[src/rtl/approx_mult_engine_if.sv]
// Operand/result RAM ports and run handshake of the approximate multiplier engine.
// The engine takes the slave side; whoever starts runs and owns the RAMs takes the master side.
interface approx_mult_engine_if #(
    parameter int W      = 16,
    parameter int DEPTH  = 8,
    parameter int ADDR_W = $clog2(2*DEPTH),
    parameter int CNT_W  = $clog2(DEPTH+1)
);
    logic              start;
    logic [CNT_W-1:0]  pair_count;
    logic              exact_mode;
    logic              busy;
    logic              done;
    logic              rd_en;
    logic [ADDR_W-1:0] rd_addr;
    logic [W-1:0]      rd_data;
    logic              wr_en;
    logic [ADDR_W-1:0] wr_addr;
    logic [2*W-1:0]    wr_data;

    modport master (
        output start, pair_count, exact_mode, rd_data,
        input  busy, done, rd_en, rd_addr, wr_en, wr_addr, wr_data
    );

    modport slave (
        input  start, pair_count, exact_mode, rd_data,
        output busy, done, rd_en, rd_addr, wr_en, wr_addr, wr_data
    );
endinterface

[src/rtl/approx_mult_engine.sv]
// Normalise / truncate / denormalise multiplier: reads operand pairs from RAM, multiplies
// the top K bits of each leading-zero-normalised operand and writes realigned 2W-bit results.
//
// state  | meaning
// IDLE   | waiting for start; latches pair count and mode
// RD_A   | read request for operand A of pair i
// RD_B   | read request for operand B; A arrives
// LD_B   | B arrives
// NORM   | shift out leading zeros of A and B
// MUL    | multiply (truncated or exact), load realign count
// DENORM | shift product right once per cycle
// WRITE  | write result i
// DONE   | one-cycle done pulse
module approx_mult_engine #(
    parameter int W      = 16,
    parameter int K      = 8,
    parameter int DEPTH  = 8,
    parameter int ADDR_W = $clog2(2*DEPTH),
    parameter int CNT_W  = $clog2(DEPTH+1)
) (
    input logic               clk,
    input logic               rst,
    approx_mult_engine_if.slave bus
);
    localparam int LZ_W = (W > 1) ? $clog2(W) : 1;
    localparam int SH_W = $clog2(2*W);

    typedef enum logic [3:0] {
        S_IDLE, S_RD_A, S_RD_B, S_LD_B, S_NORM, S_MUL, S_DENORM, S_WRITE, S_DONE
    } state_t;

    state_t state_q, state_nxt;

    logic [CNT_W-1:0] cnt_q;
    logic             exact_q;
    logic [CNT_W-1:0] idx_q;
    logic [W-1:0]     a_q, b_q;
    logic [LZ_W-1:0]  la_q, lb_q;
    logic [2*W-1:0]   p_q;
    logic [SH_W-1:0]  sh_q;

    logic             a_stop, b_stop, last_pair;
    logic [SH_W-1:0]  sh_load;
    logic [2*K-1:0]   prod_k;
    logic [2*W-1:0]   p_approx, p_exact;

    // A zero operand never sees its MSB set, so the counter cap is what stops it.
    assign a_stop    = a_q[W-1] | (la_q == LZ_W'(W-1));
    assign b_stop    = b_q[W-1] | (lb_q == LZ_W'(W-1));
    assign last_pair = ((idx_q + CNT_W'(1)) == cnt_q);
    assign sh_load   = exact_q ? '0 : (SH_W'(la_q) + SH_W'(lb_q));
    assign prod_k    = (2*K)'(a_q[W-1:W-K]) * (2*K)'(b_q[W-1:W-K]);
    assign p_approx  = (2*W)'(prod_k) << (2*W-2*K);
    assign p_exact   = (2*W)'(a_q) * (2*W)'(b_q);

    always_ff @(posedge clk or negedge rst) begin
        if (!rst) state_q <= S_IDLE;
        else      state_q <= state_nxt;
    end

    always_comb begin
        state_nxt    = state_q;
        bus.busy     = (state_q != S_IDLE);
        bus.done     = 1'b0;
        bus.rd_en    = 1'b0;
        bus.rd_addr  = '0;
        bus.wr_en    = 1'b0;
        bus.wr_addr  = '0;
        bus.wr_data  = '0;
        case (state_q)
            S_IDLE: begin
                if (bus.start) state_nxt = (bus.pair_count == '0) ? S_DONE : S_RD_A;
            end
            S_RD_A: begin
                bus.rd_en   = 1'b1;
                bus.rd_addr = ADDR_W'({idx_q, 1'b0});
                state_nxt   = S_RD_B;
            end
            S_RD_B: begin
                bus.rd_en   = 1'b1;
                bus.rd_addr = ADDR_W'({idx_q, 1'b1});
                state_nxt   = S_LD_B;
            end
            S_LD_B:   state_nxt = exact_q ? S_MUL : S_NORM;
            S_NORM:   if (a_stop && b_stop) state_nxt = S_MUL;
            S_MUL:    state_nxt = (sh_load != '0) ? S_DENORM : S_WRITE;
            S_DENORM: if (sh_q == SH_W'(1)) state_nxt = S_WRITE;
            S_WRITE: begin
                bus.wr_en   = 1'b1;
                bus.wr_addr = ADDR_W'(idx_q);
                bus.wr_data = p_q;
                state_nxt   = last_pair ? S_DONE : S_RD_A;
            end
            S_DONE: begin
                bus.done  = 1'b1;
                state_nxt = S_IDLE;
            end
            default: state_nxt = S_IDLE;
        endcase
    end

    always_ff @(posedge clk or negedge rst) begin
        if (!rst) begin
            cnt_q   <= '0;
            exact_q <= 1'b0;
            idx_q   <= '0;
            a_q     <= '0;
            b_q     <= '0;
            la_q    <= '0;
            lb_q    <= '0;
            p_q     <= '0;
            sh_q    <= '0;
        end else begin
            case (state_q)
                S_IDLE: begin
                    if (bus.start) begin
                        cnt_q   <= bus.pair_count;
                        exact_q <= bus.exact_mode;
                        idx_q   <= '0;
                    end
                end
                S_RD_B: begin
                    a_q  <= bus.rd_data;
                    la_q <= '0;
                    lb_q <= '0;
                end
                S_LD_B: b_q <= bus.rd_data;
                S_NORM: begin
                    if (!a_stop) begin
                        a_q  <= a_q << 1;
                        la_q <= la_q + LZ_W'(1);
                    end
                    if (!b_stop) begin
                        b_q  <= b_q << 1;
                        lb_q <= lb_q + LZ_W'(1);
                    end
                end
                S_MUL: begin
                    p_q  <= exact_q ? p_exact : p_approx;
                    sh_q <= sh_load;
                end
                S_DENORM: begin
                    p_q  <= p_q >> 1;
                    sh_q <= sh_q - SH_W'(1);
                end
                S_WRITE: if (!last_pair) idx_q <= idx_q + CNT_W'(1);
                default: ;
            endcase
        end
    end
endmodule

[src/flat_wrapper.sv]
// flat-port wrapper written by rule: the top's interface ports become plain ports
module approx_mult_engine_flat 
#(
    parameter int W      = 16,
    parameter int K      = 8,
    parameter int DEPTH  = 8,
    parameter int ADDR_W = $clog2(2*DEPTH),
    parameter int CNT_W  = $clog2(DEPTH+1)
)
  (clk, rst, bus_start, bus_pair_count, bus_exact_mode, bus_rd_data, bus_busy, bus_done, bus_rd_en, bus_rd_addr, bus_wr_en, bus_wr_addr, bus_wr_data);
  approx_mult_engine_if #(.W(W), .DEPTH(DEPTH), .ADDR_W(ADDR_W), .CNT_W(CNT_W)) bus_i ();
  input logic clk;
  input logic rst;
  input wire logic [$bits(bus_i.start)-1:0] bus_start;
  input wire logic [$bits(bus_i.pair_count)-1:0] bus_pair_count;
  input wire logic [$bits(bus_i.exact_mode)-1:0] bus_exact_mode;
  input wire logic [$bits(bus_i.rd_data)-1:0] bus_rd_data;
  output wire logic [$bits(bus_i.busy)-1:0] bus_busy;
  output wire logic [$bits(bus_i.done)-1:0] bus_done;
  output wire logic [$bits(bus_i.rd_en)-1:0] bus_rd_en;
  output wire logic [$bits(bus_i.rd_addr)-1:0] bus_rd_addr;
  output wire logic [$bits(bus_i.wr_en)-1:0] bus_wr_en;
  output wire logic [$bits(bus_i.wr_addr)-1:0] bus_wr_addr;
  output wire logic [$bits(bus_i.wr_data)-1:0] bus_wr_data;
  assign bus_i.start = bus_start;
  assign bus_i.pair_count = bus_pair_count;
  assign bus_i.exact_mode = bus_exact_mode;
  assign bus_i.rd_data = bus_rd_data;
  assign bus_busy = bus_i.busy;
  assign bus_done = bus_i.done;
  assign bus_rd_en = bus_i.rd_en;
  assign bus_rd_addr = bus_i.rd_addr;
  assign bus_wr_en = bus_i.wr_en;
  assign bus_wr_addr = bus_i.wr_addr;
  assign bus_wr_data = bus_i.wr_data;
  approx_mult_engine #(.W(W), .K(K), .DEPTH(DEPTH), .ADDR_W(ADDR_W), .CNT_W(CNT_W)) u_core (.clk(clk), .rst(rst), .bus(bus_i));
endmodule
[config.mk]
export PLATFORM = sky130hd
export DESIGN_NAME = approx_mult_engine_flat
export DESIGN_NICKNAME = d
export VERILOG_FILES = /design/src/rtl/approx_mult_engine_if.sv /design/src/rtl/approx_mult_engine.sv /design/src/flat_wrapper.sv
export SDC_FILE = /design/constraint.sdc
export NUM_CORES = 1
export LEC_CHECK = 0
export ABC_AREA = 0
export CAP_MARGIN = 0
export CORE_ASPECT_RATIO = 0.8
export CORE_UTILIZATION = 64
export DETAILED_ROUTE_END_ITERATION = 6
export PLACE_DENSITY = 0.84
export SYNTH_ARGS = -nofsm -noshare
export SYNTH_HDL_FRONTEND = slang
export SYNTH_SLANG_ARGS = --single-unit
[constraint.sdc]
create_clock -name clk -period 16.7 [get_ports clk]
set_clock_uncertainty 0.2 [all_clocks]
set_input_delay 2.505 -clock clk [delete_from_list [all_inputs] [get_ports clk]]
set_output_delay 2.505 -clock clk [all_outputs]
set_load 0.005 [all_outputs]
Yosys cells after proc, flatten, opt, wreduce, memory -nomap -nowiden
Cells that the tools add are included.
{"block": "op_classes", "add_sub_neg": 5, "multipliers": 2, "n_eq_ne": 18, "n_mux": 29, "n_bitwise": 2, "n_reduce_logical": 16}
{"operator": "$mux W32", "n": 2}
{"operator": "$pmux W16 S2", "n": 2}
{"operator": "$pmux W32 S2", "n": 1}
{"operator": "$mux W4", "n": 10}
{"operator": "$mul A16 B16 Y32", "n": 1}
{"operator": "$mux W16", "n": 2}
{"operator": "$pmux W4 S2", "n": 4}
{"operator": "$pmux W4 S8", "n": 1}
{"operator": "$eq A4 B3 Y1 const B", "n": 4}
{"operator": "$mul A8 B8 Y16", "n": 1}
{"operator": "$add A4 B1 Y4 const B", "n": 3}
{"operator": "$eq A4 B4 Y1 const B", "n": 3}
{"operator": "$pmux W5 S2", "n": 1}
{"operator": "$eq A4 B2 Y1 const B", "n": 2}
{"operator": "$logic_not A4 Y1", "n": 2}
{"operator": "$ne A2 B2 Y1 const B", "n": 4}
{"operator": "$reduce_and A2 Y1", "n": 4}
{"operator": "$reduce_bool A2 Y1", "n": 4}
{"operator": "$reduce_and A3 Y1", "n": 2}
{"operator": "$add A4 B4 Y5", "n": 1}
{"operator": "$eq A5 B1 Y1 const B", "n": 1}
{"operator": "$mux W1", "n": 5}
{"operator": "$mux W5", "n": 1}
{"operator": "$reduce_bool A5 Y1", "n": 1}
{"operator": "8 further kinds", "n": 10}
{"block": "word_totals", "reg_bits": 90, "in_bits": 24, "output_inout_bits": 44, "word_cells": 82}

Depth between registers and ports, before layout
{"block": "logic_depth", "word_depth": 5, "depth_mapped": 25, "ltp_nobuf": 22}

Worst setup path before layout
Ideal clock, no wire load.
{"block": "synth_path", "kind": "reg-to-reg", "from": "register u_core.b_q[1]", "to": "register u_core.p_q[22]", "setup_time_ns": 0.078, "arrival_ns": 5.734, "required_time_ns": 16.422, "slack_ns": 10.688, "stages_incl_launch_ff": 22, "n_path_buf": 2, "period_less_slack_ns": 6.012, "cell_sequence": "dfrtp_1 -> clkbuf_1 -> clkbuf_1 -> nand2_1 -> fa_1 -> fa_1 -> fa_1 -> fa_1 -> inv_1 -> fa_1 -> inv_1 -> fa_1 -> inv_1 -> ha_1 -> and4_1 -> nand2_1 -> a21oi_1 -> nor2b_1 -> o21a_1 -> o21bai_1 -> mux2_2 -> a21oi_1"}
{"block": "synth_via", "elab_chain_len": 3}
{"element": "start, declared", "line": "approx_mult_engine.sv:37", "text": "logic [W-1:0] a_q, b_q;"}
{"element": "start signal, assigned", "line": "approx_mult_engine.sv:127", "text": "S_LD_B: b_q <= bus.rd_data;"}
{"element": "start signal, assigned", "line": "approx_mult_engine.sv:134", "text": "b_q <= b_q << 1;"}
{"element": "$mul A16 B16 Y32", "line": "approx_mult_engine.sv:54", "text": "assign p_exact = (2*W)'(a_q) * (2*W)'(b_q);"}
{"element": "$mux W32", "line": "approx_mult_engine.sv:139", "text": "p_q <= exact_q ? p_exact : p_approx;"}
{"element": "$pmux W32 S2", "line": "approx_mult_engine.sv:114", "text": "case (state_q)"}
{"element": "end signal, assigned", "line": "approx_mult_engine.sv:139"}
{"element": "end signal, assigned", "line": "approx_mult_engine.sv:143", "text": "p_q <= p_q >> 1;"}
{"element": "end, declared", "line": "approx_mult_engine.sv:39", "text": "logic [2*W-1:0] p_q;"}
No other way between the ends.
A chain may end at the register's enable or synchronous reset.

Worst setup path in the final report
{"block": "layout_path", "from": "register u_core.a_q[9]", "to": "register u_core.p_q[22]"}
{"block": "layout_via", "elab_chain_len": 3, "elab_cells_between_ends": 4, "classes_between": "mul: 2; mux: 2"}
{"element": "start, declared", "line": "approx_mult_engine.sv:37"}
{"element": "start signal, assigned", "line": "approx_mult_engine.sv:123", "text": "a_q <= bus.rd_data;"}
{"element": "start signal, assigned", "line": "approx_mult_engine.sv:130", "text": "a_q <= a_q << 1;"}
{"element": "$mul A16 B16 Y32 / $mul A8 B8 Y16 (equally long branches)", "line": "approx_mult_engine.sv:54, approx_mult_engine.sv:52"}
{"element": "$mux W32 (*)", "line": "approx_mult_engine.sv:139"}
{"element": "$pmux W32 S2 (*)", "line": "approx_mult_engine.sv:114"}
Mark *: on every way between the ends. The rest lies on a longest branch, timed or not.

==> metrics.csv <==
metric,value,unit
Tcrit/Tclk final,0.396,
syn_nets,2070,
die outline width,171,um
cts hold-fix bufs,0,
Synth Warn #,0,
CP endpoint,u_core.p_q[22],
most used cell along the critical path,fa_1,
#FFs+latches synth,90,
ys flop type,dfrtp_1,
reg2reg path depth,19,
slowest CP cell,dfrtp_1,
GRT Residual Overflow,0,
Area Overhead vs Synth,7.54,%
critical path arrival,6.68,ns
Critical Path RT,16.77,ns
Post-CTS Setup Repair Bufs,0,
Synth area leaders,"fa_1, dfrtp_1, ha_1",
GRT Total Usage,0.359,
CTS sink count,90,
TritonCTS clock tree,done,
clk_lat worst skew,0.36,ns
IO Pins,68,
Die Ht,137,um
Crit. Startpoint,u_core.a_q[9],
status,completed,
final core utilization,0.701,
Syn Area/Cell,8.62,um^2
WL/cell,19.4,um
# resized after CTS,0,
routed via count,12000,
H-tree levels,3,
clock root cell,clkbuf_16,
"Max FO, Critical Path",18,
Synth async-reset ratio,1.00,
RSZ-0062 raised after global routing,no,
Post-synth EDFFs,0,
top-count cell post-synth,inv_1,
final number of max-transition violations,0,
CP peak stage delay,0.86,ns
initial antenna violation count,0,
Final ANT Viol Nets,0,
Routed WL,39100,um
MaxCap Viol Count,0,
total negative setup slack,0,ns
internal reg-to-reg setup slack,10.09,ns
Synth area leader,fa_1,
residual DRC count,0,
DR pass1 iterations,5,
Non-Filler Instances,2012,
vias in the first global route,12700,
post-DP HPWL,30100,um
final setup vio count,0,
Synth cell types,69,
Worst-path clk slew,0.08,ns
1st-iter DRT viols,1132,
worst hold slack,0.317,ns
placed cells,1996,
min cycle time layout,6.61,ns
Slew HR,0.351,
FMAX,151,MHz
layout cell share with drive strength beyond 1,0.0287,
kind of end point of the critical path,register,
# nets final,2073,
post-synthesis sequential area ratio,0.154,
Initial Util,0.652,
Max Buffers Root-to-Sink,2,
critical path class,register to register,
Std-Cell Rows,49,
cell area after synthesis,14600,um^2
worst r2r dst,u_core.p_q[22],
Synth top area share,0.293,
Final GP Congestion,0.987,
IO buf count,67,
critical-path cell list,nand2_1 -> fa_1 -> fa_1 -> fa_1 -> fa_1 -> inv_1 -> fa_1 -> inv_1 -> fa_1 -> inv_1 -> ha_1 -> and4_1 -> nand2_1 -> a21oi_1 -> nor2b_1 -> o21a_1 -> o21bai_1 -> mux2_2 -> a21oi_1,
first-pass GRT wire length,64600,um
Vias/cell,5.99,
final count of hold timing violations,0,
worst min-delay path class,register to register,
antenna diode instance count,0,
CTS Buf Count,9,
DIE AREA,23500,um^2
FF-to-FF Start,u_core.a_q[9],
Startpoint Class,register,
largest net degree at the start of global routing,68,
Cells after Synth,1698,
most frequent cells after synthesis,"inv_1, fa_1, nand2_1",
worst-margin pin slew,0.972,ns
placeable core region,22400,um^2
## layer usage
metal,vias to the layer above,global-route usage,part of all wire
met3,114,0.0672,0.088
met4,0,0.127,0.035
met2,574,0.600,0.49
li1,5378,-,-
met5,-,0,0
met1,5978,0.469,0.39
## worst min path at each step
stage                          startpoint              end  slack, ns  depth (start not counted)
final                      u_core.sh_q[4]   u_core.sh_q[4]       0.32                          2
after global routing      u_core.cnt_q[3]  u_core.cnt_q[3]       0.36                          1
after CTS                  u_core.sh_q[4]   u_core.sh_q[4]       0.32                          2
after detailed placement   u_core.sh_q[4]   u_core.sh_q[4]       0.31                          2
after global placement     u_core.sh_q[4]   u_core.sh_q[4]       0.29                          2
after floorplan            u_core.p_q[12]   u_core.p_q[12]       0.26                          2
## registers in the layout (all words and copies together), names as in the netlist
name	count
u_core.a_q	16
u_core.idx_q	4
u_core.lb_q	4
u_core.state_q	4
u_core.p_q	32
u_core.la_q	4
u_core.cnt_q	4
u_core.exact_q	1
u_core.sh_q	5
u_core.b_q	16
## area by class of cell
cell class	instances	area, um^2
Multi-Input combinational cell	1230	11000
Fill cell	1777	6700
Sequential cell	90	2250
Inverter	295	1110
Timing Repair Buffer	75	728
Tap cell	306	383
Clock buffer	10	239
Clock inverter	6	57.6
## through the flow
| stage | area, um^2 | setup slack (ns) |
|---|---|---|
| finish | 15700 | 10.09 |
| floorplan | 14600 | 10.69 |
| CTS | 15700 | 10.11 |
| detailed placement | 15400 | 10.13 |
| global placement | 15400 | 10.22 |
| global route | 15700 | 9.78 |
## critical path: cells and delay by family, from the launching register on
kind / cells / cell delay (ns)
AOI/OAI and AO/OA: 4 / 0.94
muxes: 1 / 0.37
buffers and inverters: 3 / 0.14
adders and majority gates: 7 / 3.42
and+or+nand+nor: 4 / 0.62
DFF: 1 / 0.86
## logic make-up (layout without fill, tap and decap cells)
family,count (synthesis),after routing,synth area share
and+or+nand+nor,560,560,0.189
DFF,90,90,0.154
xor gates and xnor gates,41,41,0.0245
buffers and inverters,378,386,0.0976
muxes,11,11,0.00812
AOI/OAI and AO/OA,270,270,0.120
adders and majority gates,348,348,0.407
## placed cells by master (no fill, tap or decap), types with 6 or more instances in the layout
master           instances
a21o_1                  29
a21oi_1                 85
a31oi_1                 11
and2_1                 175
and3_1                   6
buf_4                    9
clkbuf_16                9
clkdlybuf4s50_1         66
dfrtp_1                 90
fa_1                   214
ha_1                   134
inv_1                  294
mux2_2                   7
nand2_1                209
nand2b_1                 8
nand3_1                 23
nand4_1                 10
nor2_1                  77
nor2b_1                  6
nor3_1                  14
o211ai_1                 6
o21a_1                   9
o21ai_0                 59
o221ai_1                 8
o22ai_1                 17
or3_1                   13
xnor2_1                 24
xor2_1                  17
Power is not shown: default switching activity piles up to over one toggle a cycle in this logic, so the estimate is an artifact.
